## src/rtl/mult_div_if.sv

```systemverilog
// Operand/request and result/status bundle for the mult_div block.
// No latency of its own; plain wires grouped for port hookup.
// No backpressure; requests arriving while the block is busy are dropped.
interface mult_div_if;
    logic [31:0] a;
    logic [31:0] b;
    logic        mult_start;
    logic        div_start;
    logic [31:0] hi;
    logic [31:0] lo;
    logic        busy;
    logic        done;
    logic        div_zero;

    modport master (
        output a, b, mult_start, div_start,
        input  hi, lo, busy, done, div_zero
    );

    modport slave (
        input  a, b, mult_start, div_start,
        output hi, lo, busy, done, div_zero
    );
endinterface

```

## src/rtl/mult_div.sv

```systemverilog
// Iterative signed 32x32 multiply (radix-2 Booth) and divide (restoring) into HI/LO.
// Latency: result and done at start edge + 33; divide-by-zero flagged at start edge + 1.
// No backpressure: starts are taken only in IDLE, anything else is ignored.
module mult_div (
    input  logic       clk,
    input  logic       reset,
    mult_div_if.slave  bus
);
    typedef enum logic [1:0] {IDLE, MULT, DIV, FINISH} state_t;

    state_t      state;
    state_t      state_nxt;

    // acc is one bit wider than the operands so that subtracting a
    // multiplicand of 0x80000000 cannot wrap; in DIV it holds the remainder.
    logic [32:0] acc;
    logic [31:0] q;        // multiplier / dividend magnitude, becomes low product / quotient
    logic        q_1;      // Booth history bit
    logic [31:0] m;        // multiplicand / divisor magnitude
    logic [4:0]  cnt;
    logic        op_mult;
    logic        op_dz;
    logic        a_neg;
    logic        b_neg;

    logic [31:0] hi_r;
    logic [31:0] lo_r;
    logic        busy_r;
    logic        done_r;
    logic        dz_r;

    logic [32:0] m_ext;
    logic [32:0] booth_sum;
    logic [32:0] rem_sh;
    logic [32:0] trial;
    logic [31:0] a_mag;
    logic [31:0] b_mag;

    assign bus.hi       = hi_r;
    assign bus.lo       = lo_r;
    assign bus.busy     = busy_r;
    assign bus.done     = done_r;
    assign bus.div_zero = dz_r;

    assign a_mag  = bus.a[31] ? (32'd0 - bus.a) : bus.a;
    assign b_mag  = bus.b[31] ? (32'd0 - bus.b) : bus.b;
    assign m_ext  = {m[31], m};
    assign rem_sh = {acc[31:0], q[31]};
    assign trial  = rem_sh - {1'b0, m};

    // Booth add/subtract selection from the current {Q0, Q-1} pair
    always_comb begin
        booth_sum = acc;
        case ({q[0], q_1})
            2'b01:   booth_sum = acc + m_ext;
            2'b10:   booth_sum = acc - m_ext;
            default: booth_sum = acc;
        endcase
    end

    // State register
    always_ff @(posedge clk) begin
        if (reset) state <= IDLE;
        else       state <= state_nxt;
    end

    // Next-state: multiply wins a tie; a zero divisor jumps straight to FINISH
    always_comb begin
        state_nxt = state;
        case (state)
            IDLE: begin
                if (bus.mult_start)     state_nxt = MULT;
                else if (bus.div_start) state_nxt = (bus.b == 32'd0) ? FINISH : DIV;
            end
            MULT:    if (cnt == 5'd31) state_nxt = FINISH;
            DIV:     if (cnt == 5'd31) state_nxt = FINISH;
            FINISH:  state_nxt = IDLE;
            default: state_nxt = IDLE;
        endcase
    end

    // Operand capture, one iteration per cycle, result/status registers
    always_ff @(posedge clk) begin
        if (reset) begin
            acc     <= '0;
            q       <= '0;
            q_1     <= 1'b0;
            m       <= '0;
            cnt     <= '0;
            op_mult <= 1'b0;
            op_dz   <= 1'b0;
            a_neg   <= 1'b0;
            b_neg   <= 1'b0;
            hi_r    <= '0;
            lo_r    <= '0;
            busy_r  <= 1'b0;
            done_r  <= 1'b0;
            dz_r    <= 1'b0;
        end else begin
            busy_r <= (state == MULT) || (state == DIV);
            done_r <= (state == FINISH);
            dz_r   <= (state == FINISH) && op_dz;
            case (state)
                IDLE: begin
                    cnt <= '0;
                    acc <= '0;
                    q_1 <= 1'b0;
                    if (bus.mult_start) begin
                        op_mult <= 1'b1;
                        op_dz   <= 1'b0;
                        m       <= bus.a;
                        q       <= bus.b;
                    end else if (bus.div_start) begin
                        op_mult <= 1'b0;
                        op_dz   <= (bus.b == 32'd0);
                        a_neg   <= bus.a[31];
                        b_neg   <= bus.b[31];
                        m       <= b_mag;
                        q       <= a_mag;
                    end
                end
                MULT: begin
                    acc <= {booth_sum[32], booth_sum[32:1]};
                    q   <= {booth_sum[0], q[31:1]};
                    q_1 <= q[0];
                    cnt <= cnt + 5'd1;
                end
                DIV: begin
                    // Restore by keeping the shifted remainder when the trial goes negative
                    acc <= trial[32] ? rem_sh : trial;
                    q   <= {q[30:0], ~trial[32]};
                    cnt <= cnt + 5'd1;
                end
                FINISH: begin
                    if (op_mult) begin
                        hi_r <= acc[31:0];
                        lo_r <= q;
                    end else if (!op_dz) begin
                        lo_r <= (a_neg ^ b_neg) ? (32'd0 - q) : q;
                        hi_r <= a_neg ? (32'd0 - acc[31:0]) : acc[31:0];
                    end
                end
                default: ;
            endcase
        end
    end
endmodule
```

## src/flat_wrapper.sv

```systemverilog
// flat-port wrapper written by rule: the top's interface ports become plain ports
module mult_div_flat 
  (clk, reset, bus_a, bus_b, bus_mult_start, bus_div_start, bus_hi, bus_lo, bus_busy, bus_done, bus_div_zero);
  mult_div_if bus_i ();
  input  logic clk;
  input  logic reset;
  input wire logic [$bits(bus_i.a)-1:0] bus_a;
  input wire logic [$bits(bus_i.b)-1:0] bus_b;
  input wire logic [$bits(bus_i.mult_start)-1:0] bus_mult_start;
  input wire logic [$bits(bus_i.div_start)-1:0] bus_div_start;
  output wire logic [$bits(bus_i.hi)-1:0] bus_hi;
  output wire logic [$bits(bus_i.lo)-1:0] bus_lo;
  output wire logic [$bits(bus_i.busy)-1:0] bus_busy;
  output wire logic [$bits(bus_i.done)-1:0] bus_done;
  output wire logic [$bits(bus_i.div_zero)-1:0] bus_div_zero;
  assign bus_i.a = bus_a;
  assign bus_i.b = bus_b;
  assign bus_i.mult_start = bus_mult_start;
  assign bus_i.div_start = bus_div_start;
  assign bus_hi = bus_i.hi;
  assign bus_lo = bus_i.lo;
  assign bus_busy = bus_i.busy;
  assign bus_done = bus_i.done;
  assign bus_div_zero = bus_i.div_zero;
  mult_div u_core (.clk(clk), .reset(reset), .bus(bus_i));
endmodule
```

## config.mk

```make
export PLATFORM = sky130hd
export DESIGN_NAME = mult_div_flat
export DESIGN_NICKNAME = d
export VERILOG_FILES = /design/src/rtl/mult_div_if.sv /design/src/rtl/mult_div.sv /design/src/flat_wrapper.sv
export SDC_FILE = /design/constraint.sdc
export NUM_CORES = 1
export LEC_CHECK = 0
export CORE_ASPECT_RATIO = 1.25
export CORE_MARGIN = 3
export CORE_UTILIZATION = 59
export DETAILED_ROUTE_END_ITERATION = 16
export GPL_ROUTABILITY_DRIVEN = 1
export PLACE_DENSITY_LB_ADDON = 0.1
export REMOVE_ABC_BUFFERS = 1
export SLEW_MARGIN = 20
export SYNTH_ARGS = -nofsm -noshare
export SYNTH_HDL_FRONTEND = slang
export SYNTH_SLANG_ARGS = --single-unit
export TNS_END_PERCENT = 30
```

## constraint.sdc

```tcl
create_clock -name clk -period 4.7 [get_ports clk]
set_clock_uncertainty 0.1 [all_clocks]
set_input_delay 0.94 -clock clk [delete_from_list [all_inputs] [get_ports clk]]
set_output_delay 0.94 -clock clk [all_outputs]
set_load 0.01 [all_outputs]
```

Word level (Yosys, flattened, before mapping). Index checks and enable logic that the tools add are counted.

Add/subtract/negate cells: 8. Multipliers: 0. Div/mod/pow operators: 0. $lt $le $gt $ge: 0. Equal/unequal tests: 9. Shift-type cells: 0. Muxes and demuxes: 27. Bitwise logic cells: 3. Reduce and logical (&&, ||, !) cells: 14.

Operators with widths (count): $mux 32 (12); $sub 1x32->32 const A (4); $pmux 33 s3 (1); $pmux 32 s3 (1); $pmux 33 s2 (1); $add 33x33->33 (1); $mux 33 (1); $sub 33x32->33 (1); $sub 33x33->33 (1); $logic_not 32->1 (1); $pmux 5 s2 (1); $reduce_and 2->1 (4); $eq 2x2->1 const B (3); $mux 2 (3); $pmux 2 s3 (1); $reduce_bool 2->1 (3); $add 5x1->5 const B (1); $eq 5x5->1 const B (1); $mux 1 (5); $eq 2x1->1 const B (2); $ne 2x1->1 const B (2); $ne 3x3->1 const B (1); $reduce_and 3->1 (1); $reduce_bool 3->1 (1); 7 further kinds (8).

Register bits after elaboration: 176. Latch bits: 0. Bits in writable memories: 0. Bits in read-only memories: 0. Input port bits: 68. Output and inout port bits: 67. Word-level logic and storage cells: 76. Memories kept: 0.

Logic depth before layout (Yosys ltp).
Word-level depth: 5. Mapped depth: 19.

Worst setup path after synthesis. Ideal clock, no wire load.

Path kind: register to register. Start point: register u_core.m[0]. End point: register u_core.acc[16]. Library setup time: 0.122 ns. Arrival time: 3.986 ns. Required time: 4.478 ns. Setup slack: 0.493 ns. Stages on the path, launching flop included: 17. Buffers on the path: 2. Cell sequence: dfxtp_1 ha_1 inv_1 fa_1 a211o_1 a211oi_1 o31ai_1 o21a_1 nand4_1 a31oi_1 a221oi_1 o21ai_0 ha_1 buf_1 clkbuf_1 a211oi_1 a221o_1.

Word-level cells in the longest chain between the ends: 3.

Ends and longest elaborated chain: start, declared (RTL line mult_div.sv:19) `logic [31:0] m;`; start signal, assigned (RTL line mult_div.sv:111) `m <= bus.a;`; start signal, assigned (RTL line mult_div.sv:118) `m <= b_mag;`; $sub 33x33->33, or another cell as far along (RTL line mult_div.sv:56) `2'b10: booth_sum = acc - m_ext;`; $pmux 33 s2 / $mux 33 (equally long branches) (RTL line mult_div.sv:54, mult_div.sv:130); $pmux 33 s3 * (RTL line mult_div.sv:103) `case (state)`; end signal, assigned (RTL line mult_div.sv:123) `acc <= {booth_sum[32], booth_sum[32:1]};`; end signal, assigned (RTL line mult_div.sv:130) `acc <= trial[32] ? rem_sh : trial;`; end, declared (RTL line mult_div.sv:16) `logic [32:0] acc;`.

Every way passes the cells marked *; elsewhere a longest branch is shown, timed or not. A chain may end at the register's enable or synchronous reset.

Final worst setup path.
Start point: register u_core.m[0]. End point: register u_core.acc[26].

Same word-level chain as after synthesis.

==> impl_metrics.json <==
{
  "run_status": "finished, final reports clean",
  "switchingPower_mw": 4.04,
  "synth_top_area_share_pct": 24.7,
  "p_leak_nw": 6.10,
  "yosysTopAreaCell": "dfxtp_1",
  "final_core_util_pct": 69.7,
  "p_seq_share_pct": 25.7,
  "layout_common_cells": "nor2_1 (194), dfxtp_1 (176), nand2_1 (144)",
  "synth.ff_latch_count": 176,
  "track_usage_pct": 33.0,
  "path_class": "flip-flop to flip-flop",
  "setup_viol": 0,
  "h-tree-depth": 4,
  "firstDrtPassIters": 7,
  "hold_class": "flip-flop to flip-flop",
  "cp_max_fo": 15,
  "r2r-end": "u_core.acc[26]",
  "final_cells": 2295,
  "path_clk_slew_ps": 70,
  "ios": 135,
  "hold_path_startpoint": "u_core.bus.hi[0]",
  "fin_total_pwr_mw": 8.56,
  "fillCellCount": 2017,
  "wl_met3_mm": 3.15,
  "hpwl_mm": 33.6,
  "endpoint": "u_core.acc[26]",
  "maxCapViolCount": 0,
  "arrival_ps": 4710,
  "grt_max_degree": 79,
  "seqCellArea_mm2": 0.00352,
  "critPathLaunchType": "flip-flop",
  "grt_pass1_wl_mm": 71.5,
  "synth_edf_count": 0,
  "met1Wirelength_mm": 18.1,
  "hold_viol_final": 0,
  "layout_commonest_cell": "nor2_1",
  "cts_hold_buf": 0,
  "netSwitchingFraction_pct": 47.2,
  "syn_area_mm2": 0.0143,
  "cp-startpoint": "u_core.m[0]",
  "design_area_mm2": 0.0165,
  "clk-insertion-delay-late_ps": 460,
  "drive_gt1_share_pct": 5.94,
  "fin_crit_ps": 4480,
  "cp.depth": 17,
  "critical-path-max-stage-delay_ps": 420,
  "pre_cts_slack_ps": 53.4,
  "routed.top_layer": "met4",
  "numPlacedInstances": 2263,
  "finalHoldWorstSlack_ps": 358,
  "crit_slowest_cell": "fa_1",
  "worstPathCellList": "ha_1, inv_1, fa_1, a211o_1, a211oi_1, o31ai_1, o21a_1, nand4_1, a31oi_1, a221oi_1, o21ai_0, ha_1, nor2_1, buf_12, a22o_1, a221oi_1, o21ai_0",
  "synth_flop_cell": "dfxtp_1",
  "ys_seq_area_share_pct": 24.7,
  "port_buffers": 134,
  "worstMarginPinSlew_ps": 1130,
  "rsz0062_at_grt": "no",
  "fmax_mhz": 223,
  "wl_met2_mm": 21.7,
  "worst-path-buf-inv": 2,
  "maxSlewHeadroom_pct": 24.1,
  "post-route-drc-count": 0,
  "clockBufferDepth": 2,
  "synth.distinct_cells": 68,
  "timing.rr.start": "u_core.m[0]",
  "power_density_mw_per_mm2": 518,
  "tns_ps": 0,
  "grt.overflow.total": 0,
  "async_flop_share_pct": 0,
  "clock_sinks": 176,
  "cpLargestDelayFamily": "compound AO/OA/AOI/OAI gates",
  "nNetsFinal": 2105,
  "initial_utilization_pct": 60.1,
  "cts_made_buffers": 17,
  "via_per_inst": 6.45,
  "vias": 14800,
  "period_share_pct": 95.3,
  "antenna_found_initial": 1,
  "gp_congestion": 1.07,
  "wl_per_cell_um": 19.5,
  "ys_warn_count": 0,
  "detail-route-antenna-nets": 0,
  "multi_input_area_mm2": 0.00998,
  "p_int_mw": 4.52,
  "fin_ws_ps": 220,
  "cts-root-buf": "clkbuf_16",
  "die_area_mm2": 0.0261,
  "synth.avg_cell_area_um2": 7.59,
  "rrSetupSlack_ps": 220,
  "place_area_mm2": 0.0160,
  "clockPowerShare_pct": 16.2,
  "die_w_um": 145,
  "ys_top_cells_by_area": "dfxtp_1 (25%), xnor2_1 (7.5%), ha_1 (6.8%)",
  "routed_wl_mm": 44.8,
  "drv_slew": 0,
  "power_frac_comb_pct": 58.1,
  "max-vdd-ir-drop_uv": 394,
  "reg2reg_depth": 17,
  "grt_pass1_vias": 14000,
  "syn2layout_area_growth_pct": 15.8,
  "core_area_mm2": 0.0237,
  "end_kind": "flip-flop",
  "chipHeight_um": 180,
  "dr.first_iter.drc_count": 1345,
  "tritoncts": "built",
  "fp-row-count": 63,
  "worstPathRequired_ps": 4930,
  "synth_cells": 1881
}
[how the worst min path moves through the flow]
stage / endpoint / cells after the start / slack, ps
4_1_cts: u_core.bus.hi[0] / 2 / 360
5_1_grt: u_core.bus.hi[30] / 2 / 380
6_report: u_core.bus.hi[0] / 2 / 360
3_3_place_gp: u_core.bus.hi[0] / 2 / 340
3_5_place_dp: u_core.bus.hi[0] / 2 / 350
2_1_floorplan: u_core.acc[32] / 2 / 350
[cell type report]
class                   instances  area share (%)
well taps                     325            2.46
repair buffers                192            10.9
diodes                          1          0.0151
flip-flops and latches        176            21.3
inverters                      72            1.64
clock buffers                  19            2.68
clock inverters                12           0.613
multi-input cells            1498            60.4
[power groups by stage]
stage	Sequential, mW	Clock (mW)	Combinational (mW)
final	2.20	1.39	4.97
after global routing	2.24	1.45	5.43
after CTS	2.18	1.40	4.88
after detailed placement	2.22	0	4.84
after global placement	2.20	0	4.78
after floorplan	2.16	0	3.43
[sequential cells by signal (all words and copies together), names as in the netlist, 2 cells and up]
| signal | count |
|---|---|
| u_core.acc | 33 |
| u_core.bus.hi | 32 |
| u_core.bus.lo | 32 |
| u_core.cnt | 5 |
| u_core.m | 32 |
| u_core.q | 32 |
| u_core.state | 2 |
[kinds of logic after synthesis]
| family | count (synthesis) | synth area share, % |
|---|---|---|
| buffers and inverters | 207 | 5.54 |
| AOI/OAI and AO/OA | 645 | 30.5 |
| DFF | 176 | 24.7 |
| and+or+nand+nor | 551 | 18.2 |
| muxes | 31 | 2.22 |
| adders and majority gates | 80 | 7.12 |
| xor gates and xnor gates | 191 | 11.7 |
[synthesized netlist by cell type, types with 10 or more instances]
master	count
inv_1	72
nor3_1	40
or4_1	16
mux2i_1	26
o21bai_1	11
nand2_1	144
a22o_1	16
nand3_1	23
xor2_1	69
or3_1	20
nor2b_1	21
and3_1	11
ha_1	78
o21a_1	11
nor4_1	17
clkbuf_1	123
nand4_1	10
a31oi_1	24
and2_1	17
xnor2_1	122
o41ai_1	15
a222oi_1	20
nor2_1	194
dfxtp_1	176
a221oi_1	35
o21ai_0	125
a211oi_1	70
o31ai_1	25
a22oi_1	24
a21oi_1	133
o211ai_1	18
a311oi_1	13
a21o_1	21
nand2b_1	12
o22ai_1	22
[repair_timing]
item,4_1_cts,5_1_grt
buffers inserted,0,0
gates resized for setup,0,1
endpoints found under the setup margin,0,2
[per-layer routing]
metal / global-route usage (%) / vias up
met5: 0 / -
met4: 14.7 / 0
met3: 5.02 / 117
met2: 57.3 / 630
met1: 40.5 / 6935
li1: - / 7123
[worst min-delay path: cells and delay by family, from the launching register on]
kind	cells	cell delay [ps]
AO/OA/AOI/OAI	1	50
flip-flops	1	310
AND/OR/NAND/NOR	1	50
No activity file was read; power rests on OpenSTA's default activity.
